--- src/rtl/dmux_stream_pkg.sv ---
// Shared types for the registered stream demultiplexor.
// Occupancy states double as the occupancy output encoding.
package dmux_stream_pkg;

    localparam int DEF_WIDTH = 16;
    localparam int DEF_SEL_W = 3;

    typedef enum logic [1:0] {
        EMPTY = 2'd0,
        ONE   = 2'd1,
        TWO   = 2'd2
    } state_e;

    function automatic int num_out(input int sel_w);
        return 1 << sel_w;
    endfunction

endpackage

--- src/rtl/dmux_onehot.sv ---
// Combinational select-to-one-hot decoder with enable.
// Output is all zeros when disabled.
module dmux_onehot #(
    parameter int SEL_W = 3
) (
    input  logic [SEL_W-1:0]        sel_i,
    input  logic                    en_i,
    output logic [(1<<SEL_W)-1:0]   onehot_o
);

    always_comb begin
        onehot_o = '0;
        if (en_i) begin
            onehot_o[sel_i] = 1'b1;
        end
    end

endmodule

--- src/rtl/dmux_stream.sv ---
// Registered stream demux: one input stream steered to 2**SEL_W consumers
// through a two-entry (head + skid) buffer with a registered in_ready.
module dmux_stream
    import dmux_stream_pkg::*;
#(
    parameter int WIDTH = DEF_WIDTH,
    parameter int SEL_W = DEF_SEL_W
) (
    input  logic                    clk,
    input  logic                    rst_n,
    input  logic [WIDTH-1:0]        in_data,
    input  logic [SEL_W-1:0]        in_sel,
    input  logic                    in_valid,
    output logic                    in_ready,
    output logic [WIDTH-1:0]        out_data,
    output logic [(1<<SEL_W)-1:0]   out_valid,
    input  logic [(1<<SEL_W)-1:0]   out_ready,
    output logic [1:0]              occupancy
);

    localparam int NUM_OUT = num_out(SEL_W);

    state_e             state_q, state_d;
    logic [WIDTH-1:0]   head_data_q, head_data_d;
    logic [SEL_W-1:0]   head_sel_q, head_sel_d;
    logic [WIDTH-1:0]   skid_data_q, skid_data_d;
    logic [SEL_W-1:0]   skid_sel_q, skid_sel_d;
    logic               in_ready_q, in_ready_d;

    logic               head_valid;
    logic               in_fire;
    logic               out_fire;
    logic [NUM_OUT-1:0] valid_vec;

    assign head_valid = (state_q != EMPTY);
    assign in_fire    = in_valid & in_ready_q;
    assign out_fire   = |(valid_vec & out_ready);

    dmux_onehot #(
        .SEL_W (SEL_W)
    ) u_dec (
        .sel_i    (head_sel_q),
        .en_i     (head_valid),
        .onehot_o (valid_vec)
    );

    always_comb begin
        state_d     = state_q;
        head_data_d = head_data_q;
        head_sel_d  = head_sel_q;
        skid_data_d = skid_data_q;
        skid_sel_d  = skid_sel_q;
        unique case (state_q)
            EMPTY: begin
                if (in_fire) begin
                    head_data_d = in_data;
                    head_sel_d  = in_sel;
                    state_d     = ONE;
                end
            end
            ONE: begin
                if (in_fire && !out_fire) begin
                    skid_data_d = in_data;
                    skid_sel_d  = in_sel;
                    state_d     = TWO;
                end else if (in_fire && out_fire) begin
                    head_data_d = in_data;
                    head_sel_d  = in_sel;
                end else if (out_fire) begin
                    state_d     = EMPTY;
                end
            end
            TWO: begin
                // in_ready is low here, so only the drain path exists
                if (out_fire) begin
                    head_data_d = skid_data_q;
                    head_sel_d  = skid_sel_q;
                    state_d     = ONE;
                end
            end
            default: begin
                state_d = EMPTY;
            end
        endcase
        in_ready_d = (state_d != TWO);
    end

    always_ff @(posedge clk or negedge rst_n) begin
        if (!rst_n) begin
            state_q     <= EMPTY;
            head_data_q <= '0;
            head_sel_q  <= '0;
            skid_data_q <= '0;
            skid_sel_q  <= '0;
            in_ready_q  <= 1'b0;
        end else begin
            state_q     <= state_d;
            head_data_q <= head_data_d;
            head_sel_q  <= head_sel_d;
            skid_data_q <= skid_data_d;
            skid_sel_q  <= skid_sel_d;
            in_ready_q  <= in_ready_d;
        end
    end

    assign in_ready  = in_ready_q;
    assign out_data  = head_data_q;
    assign out_valid = valid_vec;
    assign occupancy = state_q;

endmodule
--- config.mk ---
export PLATFORM = sky130hd
export DESIGN_NAME = dmux_stream
export DESIGN_NICKNAME = d
export VERILOG_FILES = /design/src/rtl/dmux_stream_pkg.sv /design/src/rtl/dmux_onehot.sv /design/src/rtl/dmux_stream.sv
export SDC_FILE = /design/constraint.sdc
export NUM_CORES = 1
export LEC_CHECK = 0
export BUFFER_PORTS_ARGS = -buffer_cell sky130_fd_sc_hd__buf_2
export CORE_ASPECT_RATIO = 0.8
export CORE_MARGIN = 3
export CORE_UTILIZATION = 52
export DETAILED_ROUTE_END_ITERATION = 7
export PLACE_DENSITY = 0.8
export SLEW_MARGIN = 20
export SYNTH_ARGS = -nofsm -noshare
export SYNTH_HDL_FRONTEND = slang
export SYNTH_SLANG_ARGS = --single-unit
export TNS_END_PERCENT = 10
--- constraint.sdc ---
create_clock -name clk -period 2.9 [get_ports clk]
set_clock_uncertainty 0.05 [all_clocks]
set_input_delay 0.435 -clock clk [delete_from_list [all_inputs] [get_ports clk]]
set_output_delay 0.435 -clock clk [all_outputs]
set_load 0.05 [all_outputs]
==> flow_summary.toml <==
[place]
dp_hpwl_um = 3090
dp_cells = 281
gp_congestion = 0.754
portBuffers = 56

[critical_path]
start_kind = "register"
worst-path-max-fanout = 24
worst-r2r-cell-count = 4
worstPathRequired_ns = 3.04
path_class = "reg -> reg"
end_kind = "register"
r2r_slack_ns = 0.45
r2r_end = "out_data[1]"
r2r_start = "head_sel_q[1]"
worstPathArrival_ns = 2.59

[clocking]
post_cts_buffers = 0
ctsHoldBuffers = 0
worstSkewPairLatency_ns = 0.29
cts_buffers = 5
cts_resized = 0
clock_sink_count = 41
path_clk_slew_ns = 0.08
tritoncts = "built"
htreeDepth = 2
clockRootBuffer = "clkbuf_8"
clockBufferDepth = 2

[sta]
min_period_ns = 2.45
tightestPinTransition_ns = 0.884
fin_crit_sh = 0.844
rsz0062_at_grt = "false"
finalSetupViolCount = 0
hold_viol = 0
setup_tns_ns = 0
max-slew-margin-rel = 0.410
drv_slew = 0
clock.fmax_ghz = 0.409

[global_routing]
grt_max_degree = 42
grt_usage = 0.204
grt_pass1_wl_um = 7450
gr-total-overflow = 0
grt_pass1_vias = 1612
antenna_found_initial = 0

[routing]
drc = 0
vias_per_cell = 5.79
ant_nets = 0
drt-initial-drc-count = 118
dr.pass1.iters = 4
wirelength_um = 4610
vias = 1672
wire_per_inst_um = 16.0

[pwr]
leakage_uw = 0.00114
ir_worst_vdd_v = 0.000681
power_density_nw_per_um2 = 1420

[die]
die_area_um2 = 4710
placementRows = 19
start_util = 0.568
coreArea_um2 = 3590
fp.dieW_um = 76.0
io_pins = 57
fp.dieH_um = 62.0

[synthesis]
yosys_warnings = 0
netlist-cell-type-count = 25
ys_ff_latch = 41
postSynthNetCount = 217
yosysSeqAreaShare = 0.503
syn_inst = 187
syn_area_per_cell_um2 = 10.9
syn-cell-area_um2 = 2040

[cells_and_area]
final_cell_mix = "56 x buf_2, 41 x dfrtp_1, 21 x nor3_1"
mostFrequentLayoutCell = "buf_2"
drive_gt1_frac = 0.388
finish.net_count = 266
layout.cells.non_filler = 289
syn_to_final_growth_pct = 19.9
n_antenna_cell = 0

[hold_path]
hp-class = "in -> async"

[status]
status = "finished clean"

[run]
maxCapViolCount = 0
==> cells by family (layout without fill, tap and decap cells) <==
kind of cell / after synthesis / after routing / synth area share
AO/OA/AOI/OAI: 45 / 45 / 0.179
buffers and inverters: 38 / 88 / 0.0878
flip-flops: 41 / 41 / 0.503
multiplexers: 25 / 25 / 0.141
AND/OR/NAND/NOR: 38 / 38 / 0.0890
==> report_power, final <==
part | internal, uW | switching, uW
Sequential | 871 | 215
Clock | 342 | 199
Combinational | 583 | 1260
==> worst max path at each step <==
stage                     slack (ns)      endpoint     startpoint  depth (start not counted)
final                           0.45   out_data[1]  head_sel_q[1]                          4
after global routing            0.30   out_data[1]  head_sel_q[1]                          4
after CTS                       0.44   out_data[0]  head_sel_q[1]                          4
after detailed placement        0.46   out_data[0]  head_sel_q[1]                          4
after global placement          0.49  out_data[14]  head_sel_q[1]                          4
after floorplan                 0.25  out_valid[0]   occupancy[0]                          3
==> per-stage QoR <==
step | instance area [um2] | hold slack, ns | util | setup slack, ns | total power [uW]
2_1_floorplan | 2040 | 0.0894 | - | 0.247 | 2560
3_3_place_gp | 2310 | 0.439 | 0.643 | 0.486 | 2890
3_5_place_dp | 2310 | 0.445 | 0.643 | 0.464 | 2930
4_1_cts | 2440 | 0.242 | 0.681 | 0.442 | 3480
5_1_grt | 2440 | 0.259 | 0.681 | 0.305 | 3680
6_report | 2440 | 0.205 | 0.681 | 0.452 | 3470
==> layer usage <==
layer	vias to the layer above	routed length, um	global-route usage	share of wire
met4	0	63	0.0801	0.014
met1	818	1950	0.258	0.42
met2	58	2310	0.330	0.50
met5	-	0	0	0
met3	6	293	0.0749	0.064
li1	790	-	-	-
==> sequential cells by signal (all words and copies together), names as in the netlist <==
| register | count |
|---|---|
| out_data | 16 |
| head_sel_q | 3 |
| skid_sel_q | 3 |
| in_ready | 1 |
| occupancy | 2 |
| skid_data_q | 16 |
==> critical path, cell delays in order (launching register included) <==
cell      delay (ns)
dfrtp_1         0.47
mux2i_1         0.15
mux4_2          0.70
or2_1           0.59
a311oi_1        0.38
==> synthesized netlist by cell type <==
cell type | count | area, um2
a311oi_2 | 1 | 15.0
mux2_2 | 20 | 225
nand2b_1 | 1 | 6.26
inv_1 | 20 | 75.1
a21bo_2 | 1 | 10.0
dfrtp_1 | 41 | 1030
nor2_1 | 7 | 26.3
buf_2 | 2 | 10.0
mux2i_1 | 4 | 40.0
a21o_1 | 1 | 7.51
o21ai_0 | 2 | 10.0
nor3_1 | 21 | 105
o22ai_1 | 1 | 6.26
a311oi_1 | 18 | 158
nand3_1 | 1 | 5.00
buf_6 | 4 | 45.0
mux4_2 | 1 | 22.5
nand2_1 | 6 | 22.5
clkbuf_1 | 11 | 41.3
nand3_2 | 1 | 10.0
buf_4 | 1 | 7.51
a21boi_0 | 1 | 7.51
or2_1 | 1 | 6.26
o21a_1 | 1 | 7.51
a211oi_1 | 19 | 143
==> final cells by class <==
| class | instances | area, um2 |
|---|---|---|
| Timing Repair Buffer | 60 | 310 |
| Inverter | 20 | 75.1 |
| Clock inverter | 3 | 65.1 |
| Tap cell | 52 | 65.1 |
| Sequential cell | 41 | 1030 |
| Clock buffer | 5 | 68.8 |
| Fill cell | 274 | 1150 |
| Multi-Input combinational cell | 108 | 833 |
Power figures use the tool's default switching activity.
